### config.mk
export PLATFORM = sky130hd
export DESIGN_NAME = pwm_deadtime
export DESIGN_NICKNAME = d
export VERILOG_FILES = /design/src/rtl/pwm_pkg.sv /design/src/rtl/sync2.sv /design/src/rtl/pwm_deadtime.sv
export SDC_FILE = /design/constraint.sdc
export NUM_CORES = 1
export LEC_CHECK = 0
export ABC_AREA = 1
export BUFFER_PORTS_ARGS = -buffer_cell sky130_fd_sc_hd__buf_2
export CAP_MARGIN = 30
export CORE_UTILIZATION = 49
export CTS_CLUSTER_DIAMETER = 200
export DETAILED_ROUTE_END_ITERATION = 16
export GPL_TIMING_DRIVEN = 1
export PLACE_DENSITY_LB_ADDON = 0.3
export SLEW_MARGIN = 15
export SYNTH_ARGS = -nofsm -noshare
export SYNTH_HDL_FRONTEND = slang
export SYNTH_SLANG_ARGS = --single-unit
export TNS_END_PERCENT = 100
### constraint.sdc
create_clock -name Clock -period 2.3 [get_ports Clock]
set_input_delay 0.23 -clock Clock [delete_from_list [all_inputs] [get_ports Clock]]
set_output_delay 0.23 -clock Clock [all_outputs]
set_load 0.01 [all_outputs]
### src/rtl/pwm_pkg.sv
// rtl/pwm_pkg.sv - shared state encoding and defaults for the dead-time gate driver
package pwm_pkg;

   localparam int DT_W_DEFAULT = 8;

   typedef enum logic [2:0] {
      IDLE     = 3'd0,
      LS_ON    = 3'd1,
      DT_TO_HS = 3'd2,
      HS_ON    = 3'd3,
      DT_TO_LS = 3'd4,
      FAULT    = 3'd5
   } pwm_state_t;

endpackage

### src/rtl/sync2.sv
// rtl/sync2.sv - two-flop synchronizer for a single asynchronous level
module sync2 (
   input  logic Clock,
   input  logic Reset,
   input  logic d,
   output logic q
);

   logic meta;

   always_ff @(posedge Clock or posedge Reset) begin
      if (Reset) begin
         meta <= 1'b0;
         q    <= 1'b0;
      end else begin
         meta <= d;
         q    <= meta;
      end
   end

endmodule

### src/rtl/pwm_deadtime.sv
// rtl/pwm_deadtime.sv - complementary gate drive with programmable dead time and latched fault
module pwm_deadtime
   import pwm_pkg::*;
#(
   parameter int DT_W = DT_W_DEFAULT
) (
   input  logic            Clock,
   input  logic            Reset,
   input  logic            PWM_i,
   input  logic [DT_W-1:0] Dead_time,
   input  logic            Dead_load,
   input  logic            Fault_i,
   input  logic            Fault_clr,
   output logic            HS_o,
   output logic            LS_o,
   output logic            Fault_o
);

   pwm_state_t      state, state_nxt;
   logic            pwm_r;
   logic            dead_load_r;
   logic            fault_s;
   logic [DT_W-1:0] dt_s;
   logic [DT_W-1:0] d_eff;
   logic [DT_W-1:0] cnt, cnt_nxt;

   sync2 u_fault_sync (
      .Clock (Clock),
      .Reset (Reset),
      .d     (Fault_i),
      .q     (fault_s)
   );

   // Shadow load is independent of the FSM, so it keeps working while faulted.
   always_ff @(posedge Clock or posedge Reset) begin
      if (Reset) begin
         pwm_r       <= 1'b0;
         dead_load_r <= 1'b0;
         dt_s        <= '0;
      end else begin
         pwm_r       <= PWM_i;
         dead_load_r <= Dead_load;
         if (Dead_load && !dead_load_r)
            dt_s <= Dead_time;
      end
   end

   assign d_eff = (dt_s == '0) ? DT_W'(1) : dt_s;

   always_comb begin
      state_nxt = state;
      cnt_nxt   = cnt;
      if (fault_s) begin
         state_nxt = FAULT;
      end else begin
         case (state)
            IDLE: begin
               state_nxt = pwm_r ? DT_TO_HS : DT_TO_LS;
               cnt_nxt   = d_eff;
            end
            LS_ON: begin
               if (pwm_r) begin
                  state_nxt = DT_TO_HS;
                  cnt_nxt   = d_eff;
               end
            end
            HS_ON: begin
               if (!pwm_r) begin
                  state_nxt = DT_TO_LS;
                  cnt_nxt   = d_eff;
               end
            end
            // A reversal mid-dead-time restarts a full period toward the other side.
            DT_TO_HS: begin
               if (!pwm_r) begin
                  state_nxt = DT_TO_LS;
                  cnt_nxt   = d_eff;
               end else if (cnt <= DT_W'(1)) begin
                  state_nxt = HS_ON;
               end else begin
                  cnt_nxt = cnt - DT_W'(1);
               end
            end
            DT_TO_LS: begin
               if (pwm_r) begin
                  state_nxt = DT_TO_HS;
                  cnt_nxt   = d_eff;
               end else if (cnt <= DT_W'(1)) begin
                  state_nxt = LS_ON;
               end else begin
                  cnt_nxt = cnt - DT_W'(1);
               end
            end
            FAULT: begin
               if (Fault_clr)
                  state_nxt = IDLE;
            end
            default: begin
               state_nxt = IDLE;
            end
         endcase
      end
   end

   // Outputs are decoded from the next state so they line up with the state register.
   always_ff @(posedge Clock or posedge Reset) begin
      if (Reset) begin
         state   <= IDLE;
         cnt     <= '0;
         HS_o    <= 1'b0;
         LS_o    <= 1'b0;
         Fault_o <= 1'b0;
      end else begin
         state   <= state_nxt;
         cnt     <= cnt_nxt;
         HS_o    <= (state_nxt == HS_ON);
         LS_o    <= (state_nxt == LS_ON);
         Fault_o <= (state_nxt == FAULT);
      end
   end

endmodule

==> results of run 1 <==
==> through the flow <==
step	cell area, sq um	setup WS, ps	total power (W)	utilization [%]	cells
finish	1560	719	0.00116	60.0	245
global route	1560	542	0.00125	60.0	245
CTS	1540	725	0.00116	59.3	243
detailed placement	1500	758	0.000971	58.0	239
global placement	1500	827	0.000960	58.0	239
floorplan	1390	934	0.000882	-	194
==> area by class of cell <==
cell class	count	area (sq um)
multi-input combinational	137	618
clock buffer	3	22.5
timing repair buffer	20	118
fill	232	1030
sequential	26	651
inverter	29	109
tap	30	37.5
==> state kept, by name, summed over array words and instances, names as in the netlist <==
name and flops:
cnt 8, dt_s 8, state 3, Fault_o 1, HS_o 1, LS_o 1, dead_load_r 1, pwm_r 1
u_fault_sync.meta 1, u_fault_sync.q 1
==> worst paths after layout <==
path,slack (ps),startpoint,endpoint
worst max register to register,720,cnt[0],cnt[3]
worst min register to register,360,u_fault_sync.meta,u_fault_sync.q
min in group asynchronous,480,Reset,dead_load_r
worst min-delay path,30,Dead_load,dead_load_r
worst max-delay path,720,cnt[0],cnt[3]
max in group asynchronous,1580,Reset,state[1]
==> routing by layer <==
layer,track usage [%],routed length (um)
met1,23.0,1280
met2,33.9,1360
met5,0,0
met3,3.75,107
met4,8.21,42
==> where the power goes <==
| group | leakage [nW] | total, W | switching [W] | internal, W |
|---|---|---|---|---|
| Combinational | 0.523 | 0.000366 | 0.000237 | 0.000129 |
| Clock | 0.0138 | 0.000189 | 0.000128 | 0.0000614 |
| Sequential | 0.300 | 0.000607 | 0.0000694 | 0.000537 |
| Total | 0.837 | 0.00116 | 0.000434 | 0.000728 |
==> layout by cell type, fill, tap and decap left out, types with 2 or more instances in the layout <==
| master | count |
|---|---|
| ha_1 | 2 |
| nand4_1 | 2 |
| inv_2 | 3 |
| nand2_1 | 40 |
| nor3_1 | 3 |
| o21ai_1 | 8 |
| a21oi_1 | 11 |
| nand3_1 | 13 |
| nand2_4 | 2 |
| nand2_2 | 3 |
| dlygate4sd3_1 | 3 |
| dfrtp_1 | 26 |
| buf_2 | 16 |
| clkbuf_4 | 3 |
| nor2_1 | 49 |
| inv_1 | 25 |
==> kinds of logic (layout without fill, tap and decap cells) <==
kind of cell | count (synthesis) | after routing
AOI/OAI and AO/OA | 21 | 21
adders and majority gates | 2 | 2
buffers and inverters | 31 | 52
DFF | 26 | 26
and+or+nand+nor | 114 | 114
==> critical path: cells and delay by family (launching register included) <==
family	cells	cell delay, ps
adder cells (fa/ha/maj)	1	220
AND/OR/NAND/NOR	6	530
buffers and inverters	1	140
AO/OA/AOI/OAI	1	130
flip-flops	1	450
==> impl_metrics.yaml, run 1 <==
run_status:
  status: "finished, final reports clean"
cts:
  clock-sinks: 26
  cts_tree: "yes"
  cts.path.max_buffers: 2
  post_cts_resized: 0
  root_buffer: "clkbuf_4"
  hold_buffers: 1
  clkLatencyLatePin_ps: 310
  cts.htree.levels: 1
  cts.clk_slew.worst_paths_ps: 130
  cts_buffers: 3
  cts_setup_buffers: 0
synth:
  syn_area_sq_um: 1390
  synth_top_area_share_pct: 46.7
  yosysSeqAreaShare_pct: 46.7
  async_flop_share_pct: 100
  syn_avg_cell_area_sq_um: 7.18
  synth-edff-count: 0
  synth_compound_area_share_pct: 7.82
  yosysTopAreaCell: "dfrtp_1"
  synthMuxAreaShare_pct: 0
  ys_ff_latch: 26
  synth-simple-area-share_pct: 34.8
  syn-instance-count: 194
  synth_xor_area_share_pct: 0
  synth_nets: 210
  synthTopCellsByArea: "dfrtp_1 (47%), nor2_1 (13%), nand2_1 (11%)"
  synth.distinct_cells: 20
  yosysMostFrequentCell: "nor2_1"
  ys.flop_type: "dfrtp_1"
  synth_adder_area_share_pct: 1.80
  yosys-top-cells-count: "nor2_1 (49), nand2_1 (40), dfrtp_1 (26), inv_1 (25), nand3_1 (13)"
  synth_top_family_by_area: "simple AND/OR/NAND/NOR gates"
  synth_warnings: 0
die:
  io_pins: 17
  design.die.area_sq_um: 3060
  start_util_pct: 53.8
  dieWidth_um: 55.3
  core-area_sq_um: 2590
  die_h_um: 55.3
  row_count: 18
routing:
  avgRoutedWirePerCell_um: 11.4
  vias: 1247
  viasPerCell: 5.09
  totalWireLength_mm: 2.79
  first_pass_iters: 4
  drcViolationCount: 0
  ant_nets: 0
  drt_iter0_drc: 33
layout:
  drive_gt1_share_pct: 14.0
  n_antenna_cell: 0
  syn_to_final_growth_pct: 11.7
  nets: 233
min_path:
  holdPathStages: 1
  holdCritPathClass: "in -> reg"
sta:
  finalCritPeriodShare_pct: 68.7
  worstMarginPinSlew_ps: 527
  fmax_ghz: 0.633
  slew_headroom_pct: 64.6
  min_period_ps: 1580
  hold_viol: 0
  finalSetupViolCount: 0
  whs_ps: 25.3
  clock-skew-final_ps: 2.11
  finalMaxSlewViolations: 0
  tns_ps: 0
  rsz0062_at_grt: "no"
grt:
  grt_use_total_pct: 19.3
  grt-ovfl-total: 0
  grt_pass1_vias: 1191
  grt_max_degree: 27
  antenna_found_initial: 0
  grt_pass1_wl_mm: 4.70
critical_path:
  cp_max_fo: 10
  startpoint_type: "flip-flop"
  ff2ff_path_depth: 9
  criticalPathCategory: "reg -> reg"
  path_common_cell: "nor2_1"
  critPathRequiredTime_ps: 2520
  worstPathArrival_ps: 1800
  critPathMaxStageDelay_ps: 450
  path_cells: "inv_1 -> ha_1 -> nor2_1 -> nor2_1 -> nand2_1 -> nand2_4 -> nor2_1 -> o21ai_1 -> nand2_1"
  worstSetupEndpointType: "flip-flop"
  cp_slowest_cell: "dfrtp_1"
placement:
  gp_congestion: 1.02
  port_buffers: 16
  hpwl_mm: 2.11
power_and_ir_drop:
  p_leak_nw: 0.837
  irDropWorstVdd_v: 0.000439
  p_per_area_nw_per_um2: 747
flow_run:
  maxCapViolCount: 0
Note: power is estimated with default switching activity, not from simulation.
==> run 2, diff against run 1 <==
==> constraint.sdc (replaced) <==
create_clock -name Clock -period 1.3 [get_ports Clock]
set_input_delay 0.13 -clock Clock [delete_from_list [all_inputs] [get_ports Clock]]
set_output_delay 0.13 -clock Clock [all_outputs]
set_load 0.01 [all_outputs]
==> impl_metrics.yaml, run 2 (synthesized netlist as in run 1, its figures left out) <==
run_status:
  status: "finished, violations left"
  failed_checks: "negative setup slack"
die:
  dieWidth_um: 55.3
  io_pins: 17
  core-area_sq_um: 2590
  design.die.area_sq_um: 3060
  die_h_um: 55.3
  row_count: 18
  start_util_pct: 53.8
sta:
  fin_ws_ps: -179
  slew_headroom_pct: 69.5
  finalSetupViolCount: 12
  finalMaxSlewViolations: 0
  clock-skew-final_ps: 10.9
  rsz0062_at_grt: "yes"
  tns_ps: -1220
  hold_viol: 0
  worstMarginPinSlew_ps: 457
  fmax_ghz: 0.676
  finalCritPeriodShare_pct: 114
  min_period_ps: 1480
min_path:
  holdCritPathClass: "in -> reg"
routing:
  viasPerCell: 5.19
  ant_nets: 0
  avgRoutedWirePerCell_um: 12.7
  first_pass_iters: 4
  totalWireLength_mm: 3.36
  vias: 1369
  drcViolationCount: 0
  drt_iter0_drc: 74
power_and_ir_drop:
  intPower_w: 0.00166
  irDropWorstVdd_v: 0.00121
  combPwrFrac_pct: 36.5
  p_sw_w: 0.000931
  design_power_total_w: 0.00259
  clkPwrFrac_pct: 21.5
  seq_power_share_pct: 42.0
  p_per_area_nw_per_um2: 1430
  sw_frac_of_total_pct: 35.9
  p_leak_nw: 0.947
layout:
  mostFrequentLayoutCells: "nor2_1 (42), nand2_1 (36), dfrtp_1 (24), inv_1 (22), buf_4 (17)"
  finalCoreUtilization_pct: 70.1
  layout_commonest_cell: "nor2_1"
  drive_gt1_share_pct: 30.3
  n_antenna_cell: 0
  top_regs: "cnt x8, dt_s x8, state x3"
  syn_to_final_growth_pct: 30.4
  nets: 251
critical_path:
  reg2reg_to: "Fault_o"
  worstSetupEndpointType: "flip-flop"
  critPathRequiredTime_ps: 1530
  r2r_start: "cnt[0]"
  worstSetupEndpoint: "Fault_o"
  startpoint_type: "flip-flop"
  r2r_setup_slack_ps: -180
  ff2ff_path_depth: 8
  crit_path_start: "cnt[0]"
  cp_max_fo: 4
  worstPathArrival_ps: 1710
  criticalPathCategory: "reg -> reg"
cts:
  root_buffer: "clkbuf_4"
  cts.path.max_buffers: 2
  cts.clk_slew.worst_paths_ps: 150
  clkLatencyLatePin_ps: 320
  cts_tree: "yes"
  clock-sinks: 26
  cts_buffers: 3
  cts.htree.levels: 1
flow_run:
  maxCapViolCount: 0
grt:
  grt_pass1_wl_mm: 5.52
  grt_max_degree: 27
  grt_use_total_pct: 22.4
  antenna_found_initial: 0
  grt-ovfl-total: 0
  grt_pass1_vias: 1275
placement:
  hpwl_mm: 2.17
  port_buffers: 16
  gp_congestion: 0.872
==> run 2: critical path, stage by stage, from the launching register on <==
cell,delay [ps]
dfrtp_2,480
inv_2,100
ha_4,160
o21ai_1,90
nor2_2,180
buf_4,130
nor2_1,30
nor3_1,160
nor2_1,60
==> run 2: power by group through the flow <==
stage / sequential, W / combinational [W] / clock (W)
after CTS: 0.00107 / 0.000839 / 0.000566
after global placement: 0.00107 / 0.000758 / 0
after global routing: 0.00111 / 0.00106 / 0.000599
after detailed placement: 0.00108 / 0.000776 / 0
final: 0.00109 / 0.000946 / 0.000557
after floorplan: 0.00107 / 0.000519 / 0
==> run 2: area by class of cell <==
cell class                      instances  area, sq um
Timing Repair Buffer                   37          248
Inverter                               29          111
Multi-Input combinational cell        138          713
Clock inverter                          1         30.0
Clock buffer                            3         22.5
Tap cell                               30         37.5
Fill cell                             195          774
Sequential cell                        26          653
==> run 2: per-stage QoR <==
stage | area (sq um) | std cells | setup WS (ps) | hold WS [ps]
global placement | 1610 | 251 | -75.7 | 193
floorplan | 1410 | 194 | 1.39 | 161
finish | 1820 | 264 | -179 | 37.4
detailed placement | 1610 | 251 | -148 | 201
global route | 1820 | 264 | -249 | 23.6
CTS | 1730 | 261 | -112 | 36.4
==> run 2: per-layer routing <==
metal	wire (um)	up-vias	track usage, %
met1	1460	636	29.6
met2	1690	52	38.2
met5	0	-	0
li1	-	679	-
met3	198	2	3.51
met4	11	0	5.71
==> run 2: worst min-delay path by stage <==
stage | from | depth (start not counted) | to
detailed placement | Reset | 3 | u_fault_sync.meta
finish | Dead_time[6] | 3 | dt_s[6]
floorplan | Dead_load | 0 | dead_load_r
global route | Dead_time[6] | 3 | dt_s[6]
CTS | Dead_time[6] | 3 | dt_s[6]
global placement | Reset | 3 | u_fault_sync.meta
==> run 2: repair_timing <==
action,in CTS,in global routing
setup buffers,1,3
endpoints found under the setup margin,12,13
hold buffers,4,0
pin swaps,10,15
hold endpoints to repair,29,0
gates resized for setup,6,20
gates cloned,1,0
==> run 3, diff against run 2 <==
--- a/config.mk
+++ b/config.mk
@@ -8,6 +8,7 @@
 export ABC_AREA = 1
 export BUFFER_PORTS_ARGS = -buffer_cell sky130_fd_sc_hd__buf_2
 export CAP_MARGIN = 30
+export CORE_MARGIN = 3
 export CORE_UTILIZATION = 49
 export CTS_CLUSTER_DIAMETER = 200
 export DETAILED_ROUTE_END_ITERATION = 16
==> constraint.sdc (replaced) <==
create_clock -name Clock -period 1.3 [get_ports Clock]
set_input_delay 0.13 -clock Clock [delete_from_list [all_inputs] [get_ports Clock]]
set_output_delay 0.13 -clock Clock [all_outputs]
set_load 0.1 [all_outputs]
==> impl_metrics.yaml, run 3 (synthesized netlist as in run 1, its figures left out) <==
grt:
  grt_pass1_wl_mm: 5.06
  antenna_found_initial: 0
  grt_use_total_pct: 19.1
  grt_max_degree: 27
  grt_pass1_vias: 1194
  grt-ovfl-total: 0
die:
  core-area_sq_um: 2590
  dieWidth_um: 59.3
  row_count: 18
  start_util_pct: 53.8
  io_pins: 17
  design.die.area_sq_um: 3520
  die_h_um: 59.3
critical_path:
  worstPathArrival_ps: 1660
  ff2ff_path_depth: 9
  startpoint_type: "flip-flop"
  cp_max_fo: 5
  worstSetupEndpointType: "flip-flop"
  criticalPathCategory: "reg -> reg"
  critPathRequiredTime_ps: 1530
layout:
  n_antenna_cell: 0
  drive_gt1_share_pct: 27.4
  layout_commonest_cell: "nor2_1"
  finalCoreUtilization_pct: 68.7
  layout.cells.non_filler: 264
  design_area_sq_um: 1780
  syn_to_final_growth_pct: 27.9
  mostFrequentLayoutCells: "nor2_1 (44), nand2_1 (38), dfrtp_1 (25), inv_1 (22), buf_4 (17)"
  nets: 251
  top_regs: "cnt x8, dt_s x8, state x3"
cts:
  cts_buffers: 3
  root_buffer: "clkbuf_4"
  cts_tree: "yes"
  clock-sinks: 26
  cts.path.max_buffers: 2
  cts.clk_slew.worst_paths_ps: 150
  clkLatencyLatePin_ps: 320
  cts.htree.levels: 1
routing:
  drcViolationCount: 0
  viasPerCell: 5.01
  totalWireLength_mm: 3.19
  drt_iter0_drc: 58
  first_pass_iters: 4
  avgRoutedWirePerCell_um: 12.1
  ant_nets: 0
  vias: 1323
sta:
  clock-skew-final_ps: 9.17
  hold_viol: 0
  finalSetupViolCount: 12
  worstMarginPinSlew_ps: 487
  finalCritPeriodShare_pct: 109
  fmax_ghz: 0.703
  slew_headroom_pct: 67.8
  rsz0062_at_grt: "yes"
  min_period_ps: 1420
  finalMaxSlewViolations: 0
  fin_ws_ps: -123
power_and_ir_drop:
  intPower_w: 0.00164
  design_power_total_w: 0.00259
  p_sw_w: 0.000953
  seq_power_share_pct: 41.7
  combPwrFrac_pct: 36.7
  clkPwrFrac_pct: 21.6
  p_leak_nw: 0.931
  sw_frac_of_total_pct: 36.7
  irDropWorstVdd_v: 0.000896
  p_per_area_nw_per_um2: 1460
run_status:
  status: "finished, violations left"
  failed_checks: "negative setup slack"
min_path:
  holdCritPathClass: "in -> reg"
  holdPathStages: 3
placement:
  post-place-ws_ps: -114
  place_area_sq_um: 1610
  port_buffers: 16
  hpwl_mm: 2.20
  gp_congestion: 0.851
  placed_cells: 251
flow_run:
  maxCapViolCount: 0
-- run 3: changes by cell type in the layout (fill, tap and decap cells not counted) --
cell and change:
o21ai_2 -1, nor2_4 -1, nand3_1 +1, nor2_1 +2, o21ai_0 +1, nor2_2 -1
nand2_4 -2, dfrtp_1 +1, nand2_1 +2, dfrtp_2 -1, nand3_2 -1
-- run 3: metrics by stage --
step	hold slack [ps]	setup TNS [ps]
detailed placement	199	-718
finish	44.6	-1010
CTS	43.2	-658
global route	45.2	-2150
floorplan	161	0
global placement	195	-535
-- run 3: metal layers --
| metal | part of all wire, % | up-vias | global-route usage [%] |
|---|---|---|---|
| met1 | 46 | 605 | 25.1 |
| met3 | 4.0 | 6 | 2.83 |
| li1 | - | 679 | - |
| met5 | 0 | - | 0 |
| met2 | 49 | 33 | 32.3 |
| met4 | 1.0 | 0 | 5.83 |
-- run 3: timing repair --
action / CTS / global route
buffers inserted: 1 / 3
hold buffers: 4 / 0
endpoints found under the setup margin: 11 / 13
gates cloned: 1 / 0
resized for setup: 6 / 9
endpoints found under the hold margin: 29 / 0
pin swaps: 4 / 10
-- run 3: final cells by class --
type	instances	area [sq um]
Fill cell	199	810
Multi-Input combinational cell	138	679
Sequential cell	26	652
Timing Repair Buffer	37	248
Inverter	29	111
Tap cell	30	37.5
Clock inverter	1	30.0
Clock buffer	3	22.5
-- run 3: final timing paths --
check	slack (ps)	startpoint	end
worst max-delay path	-120	cnt[0]	cnt[2]
min in group asynchronous	390	Reset	u_fault_sync.meta
worst max register to register	-120	cnt[0]	cnt[2]
worst min register to register	390	u_fault_sync.meta	u_fault_sync.q
worst min-delay path	40	Dead_time[6]	dt_s[6]
max in group asynchronous	640	Reset	cnt[0]
-- run 3: power by group through the flow --
stage	clock, W	combinational [W]	sequential [W]
floorplan	0	0.000519	0.00114
global placement	0	0.000824	0.00108
detailed placement	0	0.000830	0.00109
CTS	0.000568	0.000883	0.00108
global route	0.000607	0.00107	0.00111
finish	0.000560	0.000952	0.00108
-- run 3: worst max-delay path, cell delays in order, from the launching register on --
cell and delay [ps]:
dfrtp_2 480, inv_2 90, ha_4 150, nor2_2 40, nor2_1 110, nand2_2 120
nand2_2 150, o21ai_1 90, nand2_1 60, nand2_1 50
